### config.mk
export PLATFORM = sky130hd
export DESIGN_NAME = cpu_multicycle
export DESIGN_NICKNAME = d
export VERILOG_FILES = /design/src/rtl/cpu_pkg.sv /design/src/rtl/regfile.sv /design/src/rtl/cpu_multicycle.sv
export SDC_FILE = /design/constraint.sdc
export NUM_CORES = 2
export LEC_CHECK = 0
export ABC_AREA = 1
export CORE_MARGIN = 4
export CORE_UTILIZATION = 40
export DETAILED_ROUTE_END_ITERATION = 16
export PLACE_DENSITY = 0.65
export SLEW_MARGIN = 0
export SYNTH_ARGS = -nofsm -noshare
export SYNTH_HDL_FRONTEND = slang
export SYNTH_SLANG_ARGS = --single-unit
### constraint.sdc
create_clock -name clk -period 3.4 [get_ports clk]
set_input_delay 1.02 -clock clk [delete_from_list [all_inputs] [get_ports clk]]
set_output_delay 1.02 -clock clk [all_outputs]
set_load 0.05 [all_outputs]
### src/rtl/cpu_pkg.sv
// Shared types and encodings for the multi-cycle RV32I core.
// Holds the FSM state enum, ALU operation enum and the opcode /
// funct3 / funct7 constants for the supported instruction subset.
package cpu_pkg;

  localparam int XLEN = 32;

  typedef enum logic [2:0] {FETCH, DECODE, EXEC, MEM, WB, TRAP} state_t;
  typedef enum logic [1:0] {ALU_ADD, ALU_SUB, ALU_AND, ALU_OR} alu_op_t;

  localparam logic [6:0] OP_R      = 7'b0110011;
  localparam logic [6:0] OP_I      = 7'b0010011;
  localparam logic [6:0] OP_LOAD   = 7'b0000011;
  localparam logic [6:0] OP_STORE  = 7'b0100011;
  localparam logic [6:0] OP_BRANCH = 7'b1100011;

  localparam logic [2:0] F3_ADD = 3'b000;  // ADD/SUB/ADDI
  localparam logic [2:0] F3_AND = 3'b111;
  localparam logic [2:0] F3_OR  = 3'b110;
  localparam logic [2:0] F3_W   = 3'b010;  // LW/SW
  localparam logic [2:0] F3_BEQ = 3'b000;
  localparam logic [2:0] F3_BNE = 3'b001;

  localparam logic [6:0] F7_BASE = 7'b0000000;
  localparam logic [6:0] F7_SUB  = 7'b0100000;

endpackage

### src/rtl/regfile.sv
// Architectural register file: two asynchronous read ports, one
// synchronous write port, x0 hardwired to zero, synchronous active-low
// clear. Indices >= NREG read as zero and are never written.
//   clk, reset       : clock, synchronous active-low clear
//   ra1/ra2, rd1/rd2 : read addresses / data
//   we, wa, wd       : write enable / address / data
module regfile
  import cpu_pkg::*;
#(
  parameter int NREG = 32
) (
  input  logic            clk,
  input  logic            reset,
  input  logic [4:0]      ra1,
  input  logic [4:0]      ra2,
  output logic [XLEN-1:0] rd1,
  output logic [XLEN-1:0] rd2,
  input  logic            we,
  input  logic [4:0]      wa,
  input  logic [XLEN-1:0] wd
);

  localparam int AW = $clog2(NREG);

  logic [XLEN-1:0] regs [NREG];

  function automatic logic live(input logic [4:0] r);
    return (r != 5'd0) && ({27'd0, r} < 32'(NREG));
  endfunction

  always_ff @(posedge clk) begin
    if (!reset) begin
      for (int i = 0; i < NREG; i++) regs[i] <= '0;
    end else if (we && live(wa)) begin
      regs[wa[AW-1:0]] <= wd;
    end
  end

  assign rd1 = live(ra1) ? regs[ra1[AW-1:0]] : '0;
  assign rd2 = live(ra2) ? regs[ra2[AW-1:0]] : '0;

endmodule

### src/rtl/cpu_multicycle.sv
// Multi-cycle RV32I subset core (ADD SUB AND OR ADDI LW SW BEQ BNE).
// FETCH -> DECODE -> EXEC -> [MEM] -> WB, with a sticky TRAP state for
// illegal encodings, out-of-range registers and misaligned accesses or
// branch targets.
//   clk, reset                   : clock, synchronous active-low reset
//   imem_req/addr/ack/rdata      : instruction fetch handshake
//   dmem_req/we/addr/wdata/ack/rdata : load/store handshake
//   retire                       : one pulse per completed instruction
//   pc_out                       : architectural PC
//   trap                         : high once a fault is hit, until reset
module cpu_multicycle
  import cpu_pkg::*;
#(
  parameter int          NREG     = 32,
  parameter logic [31:0] RESET_PC = 32'h0000_0000
) (
  input  logic            clk,
  input  logic            reset,
  output logic            imem_req,
  output logic [XLEN-1:0] imem_addr,
  input  logic            imem_ack,
  input  logic [XLEN-1:0] imem_rdata,
  output logic            dmem_req,
  output logic            dmem_we,
  output logic [XLEN-1:0] dmem_addr,
  output logic [XLEN-1:0] dmem_wdata,
  input  logic            dmem_ack,
  input  logic [XLEN-1:0] dmem_rdata,
  output logic            retire,
  output logic [XLEN-1:0] pc_out,
  output logic            trap
);

  state_t state, state_nx;
  logic run;  // low for the first cycle after reset so imem_req stays low in reset
  logic [XLEN-1:0] pc, ir, a, b, imm, res, npc;

  // ---- decode (ir is held from FETCH until the next fetch) ----
  logic [6:0] opc, f7;
  logic [2:0] f3;
  logic [4:0] rd, rs1, rs2;
  assign opc = ir[6:0];
  assign rd  = ir[11:7];
  assign f3  = ir[14:12];
  assign rs1 = ir[19:15];
  assign rs2 = ir[24:20];
  assign f7  = ir[31:25];

  logic            legal, use_rs1, use_rs2, use_rd;
  alu_op_t         alu_op;
  logic [XLEN-1:0] imm_dec;

  function automatic logic bad_reg(input logic [4:0] r);
    return {27'd0, r} >= 32'(NREG);
  endfunction

  always_comb begin
    legal   = 1'b0;
    use_rs1 = 1'b0;
    use_rs2 = 1'b0;
    use_rd  = 1'b0;
    alu_op  = ALU_ADD;
    imm_dec = '0;
    case (opc)
      OP_R: begin
        use_rs1 = 1'b1; use_rs2 = 1'b1; use_rd = 1'b1;
        case ({f7, f3})
          {F7_BASE, F3_ADD}: begin legal = 1'b1; alu_op = ALU_ADD; end
          {F7_SUB,  F3_ADD}: begin legal = 1'b1; alu_op = ALU_SUB; end
          {F7_BASE, F3_AND}: begin legal = 1'b1; alu_op = ALU_AND; end
          {F7_BASE, F3_OR }: begin legal = 1'b1; alu_op = ALU_OR;  end
          default: ;
        endcase
      end
      OP_I, OP_LOAD: begin
        use_rs1 = 1'b1; use_rd = 1'b1;
        legal   = (opc == OP_I) ? (f3 == F3_ADD) : (f3 == F3_W);
        imm_dec = {{20{ir[31]}}, ir[31:20]};
      end
      OP_STORE: begin
        use_rs1 = 1'b1; use_rs2 = 1'b1;
        legal   = (f3 == F3_W);
        imm_dec = {{20{ir[31]}}, ir[31:25], ir[11:7]};
      end
      OP_BRANCH: begin
        use_rs1 = 1'b1; use_rs2 = 1'b1;
        legal   = (f3 == F3_BEQ) || (f3 == F3_BNE);
        imm_dec = {{19{ir[31]}}, ir[31], ir[7], ir[30:25], ir[11:8], 1'b0};
      end
      default: ;
    endcase
    // Only fields the instruction actually uses as registers are range checked;
    // the others are immediate bits.
    if ((use_rs1 && bad_reg(rs1)) || (use_rs2 && bad_reg(rs2)) ||
        (use_rd && bad_reg(rd)))
      legal = 1'b0;
  end

  logic is_mem, is_store, writes_rd;
  assign is_store  = (opc == OP_STORE);
  assign is_mem    = (opc == OP_LOAD) || is_store;
  assign writes_rd = (opc == OP_R) || (opc == OP_I) || (opc == OP_LOAD);

  // ---- execute ----
  logic [XLEN-1:0] opb, alu_y, br_tgt;
  logic            taken;
  assign opb    = (opc == OP_R) ? b : imm;
  assign br_tgt = pc + imm;
  assign taken  = (opc == OP_BRANCH) && ((f3 == F3_BNE) ? (a != b) : (a == b));

  always_comb begin
    alu_y = a + opb;
    case (alu_op)
      ALU_SUB: alu_y = a - opb;
      ALU_AND: alu_y = a & opb;
      ALU_OR:  alu_y = a | opb;
      default: ;
    endcase
  end

  // ---- register file ----
  logic [XLEN-1:0] rd1, rd2;
  regfile #(.NREG(NREG)) u_rf (
    .clk(clk), .reset(reset),
    .ra1(rs1), .ra2(rs2), .rd1(rd1), .rd2(rd2),
    .we(state == WB && writes_rd), .wa(rd), .wd(res)
  );

  // ---- control FSM ----
  always_ff @(posedge clk) begin
    if (!reset) state <= FETCH;
    else        state <= state_nx;
  end

  always_comb begin
    state_nx = state;
    case (state)
      FETCH:  if (run && imem_ack) state_nx = DECODE;
      DECODE: state_nx = legal ? EXEC : TRAP;
      EXEC: begin
        if (taken)       state_nx = (br_tgt[1:0] != 2'b00) ? TRAP : WB;
        else if (is_mem) state_nx = (alu_y[1:0] != 2'b00) ? TRAP : MEM;
        else             state_nx = WB;
      end
      MEM:    if (dmem_ack) state_nx = WB;
      WB:     state_nx = FETCH;
      TRAP:   state_nx = TRAP;
      default: state_nx = FETCH;
    endcase
  end

  // ---- datapath registers ----
  always_ff @(posedge clk) begin
    if (!reset) begin
      run <= 1'b0;
      pc  <= RESET_PC;
      ir  <= '0;
      a   <= '0;
      b   <= '0;
      imm <= '0;
      res <= '0;
      npc <= '0;
    end else begin
      run <= 1'b1;
      case (state)
        FETCH:  if (run && imem_ack) ir <= imem_rdata;
        DECODE: begin a <= rd1; b <= rd2; imm <= imm_dec; end
        EXEC: begin
          res <= alu_y;  // ALU result, or byte address for LW/SW
          npc <= taken ? br_tgt : pc + 32'd4;
        end
        MEM:    if (dmem_ack && !is_store) res <= dmem_rdata;
        WB:     pc <= npc;
        default: ;
      endcase
    end
  end

  assign imem_req   = (state == FETCH) && run;
  assign imem_addr  = pc;
  assign dmem_req   = (state == MEM);
  assign dmem_we    = (state == MEM) && is_store;
  assign dmem_addr  = res;
  assign dmem_wdata = b;
  assign retire     = (state == WB);
  assign pc_out     = pc;
  assign trap       = (state == TRAP);

endmodule
After elaboration in Yosys (flattened, before gate mapping)
Memory sizes are Yosys's and may differ from the RTL's. A register that Yosys moved wholly into a read port is not among the register bits.
Index checks and enable logic that the tools add are counted.
{"block": "word_totals", "register_bits": 228, "ram_bits": 1024, "output_inout_bits": 133, "elab_cells": 100, "n_memories": 1}
{"block": "op_classes", "addsub": 4, "n_eq_ne": 23, "muxes": 34, "n_bitwise": 2, "reduce_logical": 27}
{"memory": "u_rf.regs", "words": 32, "word_bits": 32, "rd": 2, "rd_ports_with_merged_regs": 2, "wr": 32, "line_no": "regfile.sv:25", "text": "logic [XLEN-1:0] regs [NREG];"}
{"operator": "$mux 32", "count": 6}
{"operator": "$pmux 32 s3", "count": 2}
{"operator": "$add 32x32->32", "count": 2}
{"operator": "$pmux 32 s2", "count": 1}
{"operator": "$add 32x3->32 const B", "count": 1}
{"operator": "$and 32x32->32", "count": 1}
{"operator": "$eq 32x32->1", "count": 1}
{"operator": "$ne 32x32->1", "count": 1}
{"operator": "$or 32x32->32", "count": 1}
{"operator": "$reduce_or 32->1", "count": 1}
{"operator": "$sub 32x32->32", "count": 1}
{"operator": "$mux 5", "count": 5}
{"operator": "$eq 10x3->1 const B", "count": 2}
{"operator": "$mux 3", "count": 6}
{"operator": "$pmux 3 s5", "count": 1}
{"operator": "$reduce_bool 5->1", "count": 3}
{"operator": "$eq 7x6->1 const B", "count": 2}
{"operator": "$eq 10x9->1 const B", "count": 1}
{"operator": "$logic_not 10->1", "count": 1}
{"operator": "$mux 1", "count": 10}
{"operator": "$eq 3x2->1 const B", "count": 3}
{"operator": "$eq 7x2->1 const B", "count": 1}
{"operator": "$eq 7x5->1 const B", "count": 1}
{"operator": "$eq 7x7->1 const B", "count": 1}
{"operator": "17 further kinds", "count": 35}

Longest topological paths before layout
{"block": "depth", "word_depth": 10, "mapped_depth": 32, "ltp_nobuf": 31}

Cells and area by module
A second synthesis with hierarchy kept.
{"block": "hier_totals", "hier_cells": 9482, "hier_area_um2": 71260.8}
{"mod": "regfile", "instances": 1, "cells_each": 7252, "area_each_um2": 56544.2, "seq_area_each_um2": 30749.5}
{"mod": "cpu_multicycle", "instances": 1, "cells_each": 2230, "area_each_um2": 14716.6, "seq_area_each_um2": 4184.0}

Worst setup path before layout
OpenSTA, ideal clock, no wires.
{"block": "synth_path", "kind": "reg2reg", "startpoint": "register ir[5]", "endpoint": "register res[20], in the netlist dmem_addr[20]", "setup_time_ps": 120, "arrival_ps": 3558, "required_time_ps": 3280, "path_slack_ps": -279, "path_stages_with_launch": 23, "cell_sequence": "dfxtp_1 nand2_2 nor2_4 nand2_4 buf_6 nand2_1 o21ai_4 ha_1 or2_2 o21ai_0 inv_1 fa_1 o21ai_0 a21oi_1 o21ai_0 nand2_1 nand2_1 nand2_1 o21ai_0 or2_2 nand3_1 nand2_1 a21oi_1"}
{"block": "synth_via", "elab_chain_len": 5, "elab_cells_between_ends": 17, "classes_between": "add/sub (2); eq/ne (6); mux (4); bitwise (2); reduce/logical (3)"}
{"element": "start: declaration", "line_no": "cpu_multicycle.sv:36", "text": "logic [XLEN-1:0] pc, ir, a, b, imm, res, npc;"}
{"element": "start signal: assignment", "line_no": "cpu_multicycle.sv:166", "text": "FETCH: if (run && imem_ack) ir <= imem_rdata;"}
{"element": "$eq 7x6->1, on equally long branches", "line_no": "cpu_multicycle.sv:64, cpu_multicycle.sv:107, cpu_multicycle.sv:100"}
{"element": "$mux 32, or another cell as far along", "line_no": "cpu_multicycle.sv:107", "text": "assign opb = (opc == OP_R) ? b : imm;"}
{"element": "$add 32x32->32, or another cell as far along", "line_no": "cpu_multicycle.sv:112", "text": "alu_y = a + opb;"}
{"element": "$pmux 32 s3 / $ne 2x1->1 (equally long branches)"}
{"element": "$pmux 32 s2 / $reduce_and 2->1 (equally long branches)"}
{"element": "end signal: assignment", "line_no": "cpu_multicycle.sv:169", "text": "res <= alu_y;"}
{"element": "end signal: assignment", "line_no": "cpu_multicycle.sv:172", "text": "MEM: if (dmem_ack && !is_store) res <= dmem_rdata;"}
{"element": "end: declaration", "line_no": "cpu_multicycle.sv:36"}
Parallel ways exist; a longest one is shown, timed or not.
A chain may end at the register's enable or synchronous reset.

Final worst setup path
{"block": "layout_path", "startpoint": "register ir[2]", "endpoint": "register res[31], in the netlist dmem_addr[31]"}
Same word-level chain as after synthesis.

==> impl_results.md <==
- EDFF count, synth: 1,024
- Syn Area/Cell: 8.860 sq um
- CTS tree: built
- Critical Path RT: 4.05 ns
- Slowest CP cell: ha_1
- Antenna violations before repair: 12
- Largest fanout on the critical path: 4
- # DRC: 0
- Area grow syn2layout: 19.11%
- Via density: 6.266
- PortBufs: 200
- # IOs: 201
- Crit path largest cell delay: 0.37 ns
- # hold bufs at CTS: 0
- Failing checks: negative setup slack
- Unique masters post-synth: 59
- Total grt overflow: 0
- Final HPWL DP: 179.6 mm
- Leak: 0.02810 uW
- Biggest area consumer among synthesized cells: edfxtp_1
- Clk slew on worst S/H paths: 0.06 ns
- Drt pass-1 iters: 9
- Finished Layout Cells: 10,320
- Slew at the pin closest to its max-slew limit: 1.274 ns
- Final Critical Period: 4.034 ns
- Asr flop ratio synth: 0%
- Routed via count: 64,670
- Synth top area cells: edfxtp_1 45%, nor2_1 8.0%, nand2_1 7.1%
- Maxcap violations: 0
- Clk Latency, worst-skew pair: 0.81 ns
- Vias in the first global route: 61,370
- Synth top area share: 44.95%
- Post-Syn Area: 68,410 sq um
- DIE AREA: 177,700 sq um
- Unrepaired setup endpoints after global routing: true
- Final ANT Viol Nets: 0
- Yosys reg bits: 1,243
- Routed wire length per instance: 27.66 microns
- Pwr Density: 642.6 nW/um^2
- Worst Hold Class: reg2reg
- DIE WIDTH: 421.6 microns
- Row Count: 151
- Maximum clock path buffer count: 3
- Status: complete, but fails checks
- Layout cells sized above 1: 14.09%
- Clock root buffer: clkbuf_16
- Largest net degree at the start of global routing: 137
- Clock Skew: 0.04193 ns
- Htree depth: 4
- Top FF cell, synth: edfxtp_1
- Final setup viols: 27
- Cell mode on critical path: nor2_4
- Global placement routability congestion: 0.9617
- All-Layer GR Usage: 30.74%
- Total Wirelength: 285.5 mm
- Core area: 169,700 sq um
- WS Path Type: reg2reg
- Worst endpoint data arrival time: 4.68 ns
- Setup_tns: -13.20 ns
- Clock sink total: 1,243
- Crit start category: flip-flop
- Crit path capture type: flip-flop
- Slew HR: 14.96%
- R2R Setup Slk: -0.63 ns
- Layout Nets: 8,117
- Cells after Synth: 7,721
- Initial DRC Count: 9,779
- Die Y: 421.6 microns
- Dpl cells: 9,999
- F_max: 247.9 MHz
- Fin worst setup slack: -0.6340 ns
- Worst VDD drop: 405.4 uV
- Hold Violations, Final: 0
- Total CTS buffers: 141
- Final period util: 118.6%
- Starting Density: 40.32%
- Global-route wire length before repair: 409.9 mm
- Seq/Total Area, Yosys: 51.36%
- Max-slew violations: 0
- YS warnings: 0
registers in the layout, indices dropped and copies added (netlist names), named ones only:
register    flops
run             1
a              32
imem_addr      32
dmem_wdata     32
npc            32
u_rf.regs    1024
ir             32
dmem_addr      32
state           3
imm            13
power breakdown:
| group | internal, uW | leakage (uW) | total (uW) | switching, uW |
|---|---|---|---|---|
| Clock | 8450 | 0.00216 | 15000 | 6550 |
| Combinational | 7250 | 0.0136 | 19400 | 12100 |
| Sequential | 17200 | 0.0123 | 18000 | 786 |
cell usage in the layout, fill, tap and decap left out, types with 17 or more instances in the layout:
master / Yosys / layout
conb_1: 1 / 32
nand2_1: 1286 / 1187
nand2_2: 14 / 102
clkbuf_16: 0 / 145
nor2_4: 4 / 21
nand4_1: 29 / 29
or2_2: 23 / 21
buf_4: 33 / 509
o211ai_1: 278 / 278
o221ai_1: 264 / 264
o21ai_2: 5 / 22
buf_12: 0 / 76
nand3_1: 296 / 284
xnor2_1: 50 / 48
inv_2: 6 / 21
mux2i_1: 256 / 256
ha_1: 66 / 60
xor2_1: 59 / 58
nor2_1: 1466 / 1438
clkinv_2: 0 / 17
nor3_1: 29 / 17
clkdlybuf4s50_1: 0 / 183
edfxtp_1: 1024 / 1024
a21oi_2: 1 / 21
a32oi_1: 256 / 256
dfxtp_1: 219 / 203
clkinv_1: 6 / 37
a21oi_1: 521 / 496
o21ai_1: 11 / 33
clkbuf_1: 605 / 35
nor2_2: 18 / 29
inv_1: 253 / 232
buf_6: 4 / 25
o21ai_0: 460 / 419
cell usage after synthesis (all sizes together) (2+ instances only):
cell        n
nor2     1488
nand2    1303
edfxtp   1024
clkbuf    605
a21oi     522
o21ai     478
nand3     300
o211ai    278
o221ai    264
inv       259
a32oi     256
mux2i     256
dfxtp     219
buf       116
ha         66
xor2       59
xnor2      50
nor3       34
nand4      30
or2        23
a31oi      16
o21a       10
a21o        9
nor4        9
a21boi      6
a221oi      6
clkinv      6
o21bai      5
o31ai       4
a311oi      3
o22ai       3
a211oi      2
fa          2
maj3        2
o2111ai     2
worst paths after layout:
| kind | depth (start not counted) | to | from |
|---|---|---|---|
| min reg2reg | 2 | imem_addr[13] | npc[13] |
| max | 29 | dmem_addr[31] | ir[2] |
| max reg2reg | 29 | dmem_addr[31] | ir[2] |
| min | 2 | imem_addr[13] | npc[13] |
logic make-up after synthesis:
logic type | synth area share, %
AO/OA/AOI/OAI | 17.83
XOR/XNOR | 1.395
adder cells (fa/ha/maj) | 1.295
buffers and inverters | 5.735
flip-flops | 51.36
multiplexers | 3.746
other | 0.005482
AND/OR/NAND/NOR | 18.64
worst max-delay path: cells and delay by family (launching register included):
kind                     cells  cell delay (ns)
AO/OA/AOI/OAI                8             1.01
flip-flops                   1             0.34
buffers and inverters        1             0.14
adder cells (fa/ha/maj)      2             0.58
XOR/XNOR                     1             0.15
AND/OR/NAND/NOR             17             1.63
stage by stage:
| stage | instance area, sq um | worst slack (ns) | util, % | total power [uW] | hold slack, ns |
|---|---|---|---|---|---|
| 2_1_floorplan | 68640 | -0.1446 | - | 27230 | 0.4297 |
| 3_3_place_gp | 75700 | -0.7564 | 44.62 | 34440 | 0.4410 |
| 3_5_place_dp | 75700 | -0.7379 | 44.62 | 34560 | 0.4505 |
| 5_1_grt | 81470 | -0.8959 | 48.02 | 54150 | 0.4765 |
| 6_report | 81480 | -0.6340 | 48.03 | 52360 | 0.4555 |
| 4_1_cts | 80940 | -0.6816 | 47.71 | 50910 | 0.4591 |
routing by layer:
layer | wire (microns) | global-route usage, %
met5 | 52 | 0
met4 | 20670 | 19.53
met3 | 36390 | 8.831
met2 | 122500 | 45.98
met1 | 105900 | 39.08
timing repair:
item	in CTS	in global routing
pin swaps	72	95
gates cloned	0	0
setup buffers	42	21
setup endpoints to repair	37	30
gates resized for setup	185	104
cell type report:
cell class / count / area, sq um
Fill cell: 15620 / 88180
Sequential cell: 1243 / 35170
Multi-Input combinational cell: 5523 / 30470
Timing Repair Buffer: 807 / 7582
Clock buffer: 186 / 3842
Tap cell: 2218 / 2775
Inverter: 265 / 1025
Clock inverter: 72 / 603.1
Antenna cell: 7 / 17.52
No activity file was read; power rests on OpenSTA's default activity.
